<file path="src/rtl/adder_seq_ctrl.sv">
// Multi-precision add/subtract sequencer: drives an external 4-bit ripple adder
// one nibble per clock, LSB nibble first, chaining carry between nibbles.
module adder_seq_ctrl #(
    parameter int unsigned WIDTH = 16
) (
    input  logic             clk,
    input  logic             rst,
    input  logic             start_i,
    input  logic             op_sub_i,
    input  logic [WIDTH-1:0] a_in_i,
    input  logic [WIDTH-1:0] b_in_i,
    output logic             busy_o,
    output logic             done_o,
    output logic [WIDTH-1:0] result_o,
    output logic             carry_out_o,
    output logic             overflow_o,
    output logic [3:0]       add_a_o,
    output logic [3:0]       add_b_o,
    output logic             add_cin_o,
    input  logic [3:0]       add_sum_i,
    input  logic             add_cout_i
);

    localparam int unsigned NIBBLES = WIDTH / 4;
    localparam int unsigned CNT_W   = (NIBBLES > 1) ? $clog2(NIBBLES) : 1;
    localparam logic [CNT_W-1:0] LAST_NIB = CNT_W'(NIBBLES - 1);

    typedef enum logic [1:0] {
        S_IDLE = 2'd0,
        S_RUN  = 2'd1,
        S_DONE = 2'd2
    } state_e;

    state_e           state_q;
    logic [WIDTH-1:0] a_sh_q;
    logic [WIDTH-1:0] b_sh_q;
    logic             carry_q;
    logic [CNT_W-1:0] cnt_q;
    logic [WIDTH-1:0] result_q;
    logic             carry_out_q;
    logic             overflow_q;
    logic             busy_q;
    logic             done_q;
    logic             last_nib;

    assign last_nib = (cnt_q == LAST_NIB);

    // Adder operands are presented only while sequencing nibbles.
    always_comb begin
        add_a_o   = 4'd0;
        add_b_o   = 4'd0;
        add_cin_o = 1'b0;
        if (state_q == S_RUN) begin
            add_a_o   = a_sh_q[3:0];
            add_b_o   = b_sh_q[3:0];
            add_cin_o = carry_q;
        end
    end

    always_ff @(posedge clk) begin
        if (rst) begin
            state_q     <= S_IDLE;
            a_sh_q      <= '0;
            b_sh_q      <= '0;
            carry_q     <= 1'b0;
            cnt_q       <= '0;
            result_q    <= '0;
            carry_out_q <= 1'b0;
            overflow_q  <= 1'b0;
            busy_q      <= 1'b0;
            done_q      <= 1'b0;
        end else begin
            case (state_q)
                S_IDLE: begin
                    done_q <= 1'b0;
                    if (start_i) begin
                        // Subtract as a + ~b + 1; the +1 enters as the first carry-in.
                        a_sh_q  <= a_in_i;
                        b_sh_q  <= op_sub_i ? ~b_in_i : b_in_i;
                        carry_q <= op_sub_i;
                        cnt_q   <= '0;
                        busy_q  <= 1'b1;
                        state_q <= S_RUN;
                    end
                end
                S_RUN: begin
                    result_q <= WIDTH'({add_sum_i, result_q} >> 4);
                    carry_q  <= add_cout_i;
                    a_sh_q   <= a_sh_q >> 4;
                    b_sh_q   <= b_sh_q >> 4;
                    cnt_q    <= cnt_q + CNT_W'(1);
                    if (last_nib) begin
                        carry_out_q <= add_cout_i;
                        overflow_q  <= (add_a_o[3] == add_b_o[3]) && (add_sum_i[3] != add_a_o[3]);
                        busy_q      <= 1'b0;
                        done_q      <= 1'b1;
                        state_q     <= S_DONE;
                    end
                end
                S_DONE: begin
                    done_q  <= 1'b0;
                    state_q <= S_IDLE;
                end
                default: begin
                    busy_q  <= 1'b0;
                    done_q  <= 1'b0;
                    state_q <= S_IDLE;
                end
            endcase
        end
    end

    assign busy_o      = busy_q;
    assign done_o      = done_q;
    assign result_o    = result_q;
    assign carry_out_o = carry_out_q;
    assign overflow_o  = overflow_q;

endmodule

</file>
<file path="config.mk">
export PLATFORM = sky130hd
export DESIGN_NAME = adder_seq_ctrl
export DESIGN_NICKNAME = d
export VERILOG_FILES = /design/src/rtl/adder_seq_ctrl.sv
export SDC_FILE = /design/constraint.sdc
export NUM_CORES = 1
export LEC_CHECK = 0
export ABC_CLOCK_PERIOD_IN_PS = 1100
export CAP_MARGIN = 20
export CELL_PAD_IN_SITES_DETAIL_PLACEMENT = 2
export CELL_PAD_IN_SITES_GLOBAL_PLACEMENT = 2
export CORE_ASPECT_RATIO = 2
export CORE_MARGIN = 2
export CORE_UTILIZATION = 26
export CTS_BUF_LIST = sky130_fd_sc_hd__clkbuf_4 sky130_fd_sc_hd__clkbuf_8 sky130_fd_sc_hd__clkbuf_16
export DETAILED_ROUTE_END_ITERATION = 16
export PLACE_DENSITY = 0.81
export SYNTH_ARGS = -nofsm -noshare
export SYNTH_HDL_FRONTEND = slang
export SYNTH_SLANG_ARGS = --single-unit
</file>
<file path="constraint.sdc">
create_clock -name clk -period 1.1 [get_ports clk]
set_clock_uncertainty 0.05 [all_clocks]
set_input_delay 0.11 -clock clk [delete_from_list [all_inputs] [get_ports clk]]
set_output_delay 0.11 -clock clk [all_outputs]
set_load 0.02 [all_outputs]
</file>
==> metrics.yaml <==
placed_area_um2: 3740
synth-async-reset-ratio_pct: 0
setup-tns-final_ns: -21.80
yosys_most_used_dff: "dfxtp_1"
clk_path_buf_depth: 2
pre_cts_slack_ns: -0.541
viasPerCell: 5.04
dp.cells: 505
cp_data_required_time_ns: 1.29
cts-root-buf: "clkbuf_16"
h-tree-depth: 3
drc: 0
end_kind: "register"
clock_sinks: 57
synth_edf_count: 0
dp_hpwl_um: 6700
start_kind: "register"
path_clk_slew_ns: 0.06
top_usage_layer: "met2"
yosysTopAreaCell: "dfxtp_1"
instances_no_fill: 559
rows: 51
die_x_um: 74.6
netlist_area_um2: 2590
finalCriticalPeriod_ns: 1.62
grt_util_met2_pct: 44.8
syn_inst: 283
clk_latency_ns: 0.35
grtUsageMet3_pct: 5.00
ys_seq_area_share_pct: 44.0
gr-total-overflow: 0
reg2reg_depth: 7
ys_types: 33
die_area_um2: 10800
p_leak_nw: 2.08
ant_nets: 0
powerDensity_nw_per_um2: 1330
hold_violations: 0
fp.coreArea_um2: 9700
syn2layout_area_growth_pct: 107
min_delay_path_depth: 2
grt_max_degree: 24
finalCritPeriodShare_pct: 148
yosysWarnings: 0
finalNetCount: 464
tightestPinTransition_ns: 0.366
io_buffers: 69
status: "finished with violations"
hold_class: "input port to register"
failed_checks: "setup timing"
avgSynthCellArea_um2: 9.17
initial_core_util_pct: 26.7
fin_area_um2: 5360
multiInputGateArea_um2: 2090
num_antenna_cells: 0
finalWeightedCongestion: 0.801
cts_tree: "done"
critical_path_arrival_ns: 1.81
fin_ws_ns: -0.523
seqCellArea_um2: 1150
ys_ff_latch: 57
finalMaxSlewViolations: 0
die_h_um: 145
wl_per_cell_um: 26.6
grt_pass1_vias: 3103
peakVddDrop_uv: 1030
io_pins: 70
antenna_found_initial: 0
post-route-util_pct: 55.3
cts_hold_buf: 0
first_pass_iters: 6
crit_fanout: 8
cts_buffers: 9
grt_use_total_pct: 24.0
synth_top_area_share_pct: 44.0
vias: 2820
synthTopCellsByArea: "dfxtp_1 (44%), xnor2_1 (5.4%), nand2_1 (5.1%)"
wirelength_um: 14900
fmax_mhz: 616
setup_viol: 66
fill_cells: 940
rsz0062_at_grt: "yes"
syn-num-nets: 325
grt_pass1_wl_um: 18800
drive_above_1_share_pct: 61.6
slew_headroom_pct: 75.6
drt-initial-drc-count: 65
worstSetupPathType: "register to register"
use_met1_pct: 25.2
drv_cap: 0
## cells by family (layout without fill, tap and decap cells)
family	Yosys count	in the layout	share of synthesized area, %
multiplexers	1	1	0.386
AO/OA/AOI/OAI	85	87	26.0
XOR/XNOR	16	16	5.40
flip-flops	57	57	44.0
AND/OR/NAND/NOR	95	95	17.0
buffers and inverters	28	170	6.75
adder cells (fa/ha/maj)	1	1	0.482
## synthesized netlist by cell type, types with 2 or more instances
cell type,count
buf_6,4
xnor2_1,16
nand2_1,35
a2111oi_2,4
clkbuf_1,6
and2_1,9
a211oi_2,9
nor2_2,4
a211oi_1,6
nor3_1,2
a21oi_1,20
buf_2,8
nor3b_1,2
nor2b_1,3
o2bb2ai_1,11
dfxtp_1,57
a22oi_1,15
nor2_1,31
nand2b_1,4
buf_4,8
inv_1,2
o22ai_1,16
## per-layer routing
metal / part of all wire (%) / wire length [um]
met2: 58 / 8580
met4: 4.2 / 624
met1: 35 / 5160
met5: 0 / 0
met3: 3.6 / 531
## final timing paths
kind / startpoint / to / slack (ns)
min reg2reg: result_o[0] / result_o[0] / 0.45
max: state_q[0] / cnt_q[1] / -0.52
min: rst / carry_q / 0.08
max reg2reg: state_q[0] / cnt_q[1] / -0.52
## flip-flops by register name, summed over array words and instances (netlist names)
register     count
a_sh_q          16
b_sh_q          16
result_o        16
cnt_q            2
state_q          2
busy_o           1
carry_out_o      1
carry_q          1
done_o           1
overflow_o       1
## layout by cell type, fill, tap and decap left out, drive strengths merged
cell	count
buf	108
dfxtp	57
clkdlybuf4s50	39
nand2	35
nor2	35
a21oi	20
clkbuf	19
xnor2	16
o22ai	16
a211oi	15
a22oi	15
o2bb2ai	11
and2	9
a2111oi	4
nand2b	4
nor2b	3
nor3b	3
o21ba	2
o21bai	2
clkinv	2
nor3	2
and2b	1
or2	1
inv	1
clkinvlp	1
nand3b	1
mux2i	1
and3b	1
a21o	1
o21ai	1
ha	1
## through the flow
stage	power [mW]	hold slack, ns
after floorplan	2.90	0.196
after global placement	3.33	0.391
after detailed placement	3.39	0.413
after CTS	6.62	0.0871
after global routing	7.37	0.0846
final	7.12	0.0764
## power by group
group,internal (mW),total (mW),switching [mW]
Clock,1.79,2.88,1.09
Sequential,2.20,2.34,0.141
Combinational,0.996,1.90,0.907
## final cells by class
| cell class | instances | area share, % |
|---|---|---|
| multi-input combinational | 200 | 38.9 |
| timing repair buffer | 152 | 30.8 |
| sequential | 57 | 21.4 |
| clock buffer | 14 | 5.37 |
| tap | 132 | 3.08 |
| inverter | 2 | 0.210 |
| clock inverter | 2 | 0.187 |
## critical path, cell delays in order, from the launching register on
cell and delay, ns:
dfxtp_4 0.36, nor2b_4 0.22, buf_12 0.16, buf_8 0.14, buf_6 0.11, buf_12 0.11, a22oi_2 0.08, nor2_1 0.26
## repair_timing
action                                 CTS  global route
setup buffers                           20             9
endpoints found under the hold margin    0             0
gates cloned                             9             5
setup endpoints to repair               86            72
gates resized for setup                223           105
pin swaps                               23            47
Power figures use the tool's default switching activity.
